===== config.mk =====
export PLATFORM = sky130hd
export DESIGN_NAME = cover_toggle_sched
export DESIGN_NICKNAME = d
export VERILOG_FILES = /design/src/rtl/cover_toggle_sched.sv
export SDC_FILE = /design/constraint.sdc
export NUM_CORES = 1
export LEC_CHECK = 0
export CORE_MARGIN = 2
export CORE_UTILIZATION = 41
export CTS_CLUSTER_SIZE = 28
export DETAILED_ROUTE_END_ITERATION = 8
export PLACE_DENSITY_LB_ADDON = 0.05
export SYNTH_ARGS = -nofsm -noshare
export SYNTH_HDL_FRONTEND = slang
export SYNTH_SLANG_ARGS = --single-unit

===== constraint.sdc =====
create_clock -name gbl_clk -period 16.9 [get_ports gbl_clk]
set_input_delay 3.38 -clock gbl_clk [delete_from_list [all_inputs] [get_ports gbl_clk]]
set_output_delay 3.38 -clock gbl_clk [all_outputs]
set_load 0.1 [all_outputs]

===== src/rtl/cover_toggle_sched.sv =====
// Serializes first-hit toggle coverage into a one-index-per-cycle valid/ready stream,
// with a seen bitmap, distinct-hit counter and a drain-then-clear re-arm sequence.
module cover_toggle_sched #(
    parameter int unsigned WIDTH       = 130,
    parameter logic [63:0] COVER_INDEX = 64'd0,
    parameter int unsigned COVER_TOTAL = 8940
) (
    input  logic                         gbl_clk,
    input  logic                         reset,
    input  logic [WIDTH-1:0]             valid,
    input  logic                         clear_req,
    output logic                         out_valid,
    input  logic                         out_ready,
    output logic [63:0]                  out_index,
    output logic [$clog2(WIDTH+1)-1:0]   covered_count,
    output logic                         clear_ack,
    output logic                         busy
);

    localparam int unsigned CW = $clog2(WIDTH + 1);
    localparam int unsigned PW = (WIDTH > 1) ? $clog2(WIDTH) : 1;

    typedef enum logic [1:0] {RUN, DRAIN, CLEAR} state_t;

    state_t           state;
    logic [WIDTH-1:0] seen;
    logic [WIDTH-1:0] pend;
    logic [WIDTH-1:0] hits;
    logic [WIDTH-1:0] low_mask;
    logic [PW-1:0]    low_pos;
    logic [CW:0]      hit_cnt;
    logic [CW:0]      cnt_sum;
    logic [CW-1:0]    cnt_next;
    logic             free;
    logic             pend_any;

    always_comb begin
        hits     = (state == RUN) ? (valid & ~seen) : '0;
        free     = !out_valid || out_ready;
        pend_any = |pend;
        // Isolate the lowest pending bit; its position is the next report.
        low_mask = pend & (~pend + WIDTH'(1));
        low_pos  = '0;
        for (int i = int'(WIDTH) - 1; i >= 0; i--) begin
            if (pend[i]) low_pos = PW'(i);
        end
        hit_cnt = '0;
        for (int unsigned i = 0; i < WIDTH; i++) begin
            hit_cnt = hit_cnt + (CW+1)'(hits[i]);
        end
        cnt_sum  = {1'b0, covered_count} + hit_cnt;
        cnt_next = (cnt_sum > (CW+1)'(WIDTH)) ? CW'(WIDTH) : cnt_sum[CW-1:0];
        busy     = (state != RUN) || pend_any || out_valid;
    end

    always_ff @(posedge gbl_clk) begin
        if (!reset) begin
            state         <= RUN;
            seen          <= '0;
            pend          <= '0;
            out_valid     <= 1'b0;
            out_index     <= '0;
            covered_count <= '0;
            clear_ack     <= 1'b0;
        end else begin
            clear_ack <= 1'b0;
            if (free) begin
                if (pend_any) begin
                    out_valid <= 1'b1;
                    out_index <= COVER_INDEX + 64'(low_pos);
                end else begin
                    out_valid <= 1'b0;
                end
            end
            // Load uses pre-edge pend, so bits captured this edge wait one cycle.
            pend          <= (free ? (pend & ~low_mask) : pend) | hits;
            seen          <= seen | hits;
            covered_count <= cnt_next;
            case (state)
                RUN:   if (clear_req) state <= DRAIN;
                DRAIN: begin
                    if (!pend_any && free) begin
                        state         <= CLEAR;
                        clear_ack     <= 1'b1;
                        seen          <= '0;
                        covered_count <= '0;
                    end
                end
                CLEAR:   state <= RUN;
                default: state <= RUN;
            endcase
        end
    end

    always_ff @(posedge gbl_clk) begin
        if (reset) begin
            assert (cnt_sum <= (CW+1)'(WIDTH));
            assert (!out_valid || (out_index < 64'(COVER_TOTAL)));
        end
    end

endmodule


==> impl_metrics.tcl <==
set metrics [dict create \
    outcome "complete, no violations" \
    antenna_left 0 \
    path_class "in -> reg" \
    area_delta_synth_final_pct 18.0 \
    synth_cells 1922 \
    holdWs_ns 0.458 \
    synth_top_area_share_pct 34.5 \
    grt_usage_pct 24.1 \
    viasPerCell 5.39 \
    hold_path.class "reg -> reg" \
    fmax_mhz 86.7 \
    grt_max_degree 95 \
    ff2ff_path_depth 29 \
    wl_per_cell_um 19.0 \
    layout.nets 2341 \
    max_slew_margin_pct 27.3 \
    crit_required_ns 17.38 \
    crit_start "valid[30]" \
    place_hpwl_um 39100 \
    overflow 0 \
    cts_root_buf "clkbuf_16" \
    syn_area_per_cell_um2 8.45 \
    layout_setup_ws_ns 5.37 \
    gp_congestion 0.949 \
    period_needed_ns 11.53 \
    dieArea_mm2 0.0412 \
    synthArstFlopShare_pct 0 \
    io_pins 209 \
    wl_um 49300 \
    crit_fanout 7 \
    r2r_start "state[1]" \
    diodes 0 \
    antenna_found_initial 0 \
    drive_gt1_share_pct 5.59 \
    drv_cap 0 \
    drv_slew 0 \
    clk_path_buf_depth 3 \
    crit_path_start_kind "input pin" \
    arrival_ns 12.01 \
    synth_area_mm2 0.0162 \
    drcViolationCount 0 \
    dieWidth_um 203 \
    grt_pass1_vias 13493 \
    skew_ns 0.0212 \
    hold_path.startpoint "seen[7]" \
    synth_largest_area_cell "dfxtp_1" \
    cts_tree "done" \
    cts.htree.levels 2 \
    setup_tns_ns 0 \
    rows 72 \
    io_buffers 152 \
    grt_pass1_wl_um 76900 \
    synth_edf_count 0 \
    pre_cts_ws_ns 4.81 \
    coreArea_mm2 0.0388 \
    min_period_over_period_pct 68.2 \
    synthFlopType "dfxtp_1" \
    drt-initial-drc-count 1045 \
    die_h_um 203 \
    yosysSeqAreaShare_pct 34.5 \
    whs_path_depth 2 \
    synth_cell_types 63 \
    start_util_pct 41.8 \
    yosys-top-cells-area "dfxtp_1 (35%), fa_1 (15%), a21oi_1 (8.1%), nor2_1 (7.3%), nand2_1 (3.1%)" \
    cts_sinks 280 \
    yosys_warnings 0 \
    vias 13970 \
    cts.clk_slew.worst_paths_ns 0.05 \
    drt_first_pass_iters 5 \
    worst_pin_slew_ns 1.06 \
    finalSetupViolCount 0 \
    ys_seq_elements 280 \
    finalHoldViolCount 0 \
    synth_most_common_cell "nor2_1" \
    synth_commonest_cells "nor2_1 (316), dfxtp_1 (280), a21oi_1 (263), nand2_1 (133), inv_1 (132)" \
    hold_buffers 0 \
    numCtsBuffers 34 \
    clkLatencyLatePin_ns 0.55 \
    rsz0062_at_grt "no" \
    postCtsSetupBuffers 0 \
    crit_path_end_kind "flip-flop" \
    ctsResizeCount 0 \
]
[cells by family (layout without fill, tap and decap cells)]
group | after synthesis | after routing | share of synthesized area, %
flip-flops | 280 | 280 | 34.5
AO/OA/AOI/OAI | 452 | 452 | 16.1
buffers and inverters | 261 | 358 | 7.50
other | 1 | 56 | 0.0231
XOR/XNOR | 4 | 4 | 0.216
adder cells (fa/ha/maj) | 158 | 158 | 17.8
AND/OR/NAND/NOR | 766 | 766 | 23.9
[metal layers]
layer / vias to the layer above / wire, µm / part of all wire, % / GRT usage [%]
met3: 67 / 2630 / 5.3 / 3.37
li1: 6785 / - / - / -
met5: - / 0 / 0 / 0
met4: 0 / 1030 / 2.1 / 6.88
met2: 374 / 22100 / 45 / 37.4
met1: 6744 / 23600 / 48 / 35.0
[final cells by class]
cell class,instances,area [µm²]
clock inverter,12,141
sequential,280,5610
inverter,133,500
timing repair buffer,164,1610
clock buffer,49,1020
fill,3787,19700
tap,518,648
multi-input combinational,1436,9630
[registers in the layout (all words and copies together), names as in the netlist]
register / count
pend: 130
clear_ack: 1
covered_count: 8
state: 2
out_valid: 1
seen: 130
out_index: 8
[stage by stage]
step                      cells  util, %  instance area [µm²]
after detailed placement   2531     46.3                18000
after CTS                  2592     49.3                19200
after global placement     2531     46.3                18000
after floorplan            1977        -                16400
after global routing       2592     49.3                19200
final                      2592     49.3                19200
[worst max-delay path, cell delays in order]
cell and delay [ns]:
clkdlybuf4s50_1 0.49, nand2_1 0.05, or2_2 0.30, inv_1 0.08
fa_1 0.45, inv_1 0.10, fa_1 0.44, fa_1 0.54
inv_1 0.05, fa_1 0.50, inv_1 0.05, fa_1 0.47
fa_1 0.55, fa_1 0.56, fa_1 0.55, fa_1 0.52
fa_1 0.55, inv_1 0.06, fa_1 0.46, inv_1 0.09
fa_1 0.20, nor2b_1 0.06, o21ai_0 0.15, a21oi_1 0.09
or4_1 0.40, a211o_1 0.27, a21oi_1 0.35, and4_1 0.25
[cells in the final DEF (no fill, tap or decap), types with 7 or more instances in the layout]
| cell type | Yosys | layout |
|---|---|---|
| a2111oi_0 | 7 | 7 |
| a211oi_1 | 7 | 7 |
| a21oi_1 | 263 | 263 |
| and3_1 | 10 | 10 |
| buf_4 | 56 | 12 |
| clkbuf_1 | 51 | 7 |
| clkbuf_16 | 0 | 37 |
| clkdlybuf4s50_1 | 0 | 151 |
| clkinv_2 | 0 | 8 |
| conb_1 | 1 | 56 |
| dfxtp_1 | 280 | 280 |
| fa_1 | 121 | 121 |
| ha_1 | 37 | 37 |
| inv_1 | 132 | 132 |
| nand2_1 | 133 | 133 |
| nand2b_1 | 11 | 11 |
| nand3_1 | 25 | 25 |
| nand3b_1 | 64 | 64 |
| nand4_1 | 21 | 21 |
| nor2_1 | 316 | 315 |
| nor2b_1 | 14 | 14 |
| nor3_1 | 46 | 46 |
| nor4_1 | 42 | 42 |
| nor4_2 | 10 | 10 |
| o211ai_1 | 7 | 7 |
| o21a_1 | 9 | 9 |
| o21ai_0 | 81 | 81 |
| o31ai_1 | 20 | 20 |
| o41ai_1 | 10 | 10 |
| or2_2 | 21 | 21 |
| or4_1 | 26 | 26 |
[final timing paths]
path	end	slack, ns
setup / recovery	covered_count[6]	5.37
setup reg to reg	covered_count[6]	6.37
hold reg to reg	seen[7]	0.46
hold / removal	seen[7]	0.46
Power is left out: the tool's default activity adds up to more than one toggle a clock period on the data nets, which glitch-free logic cannot reach.
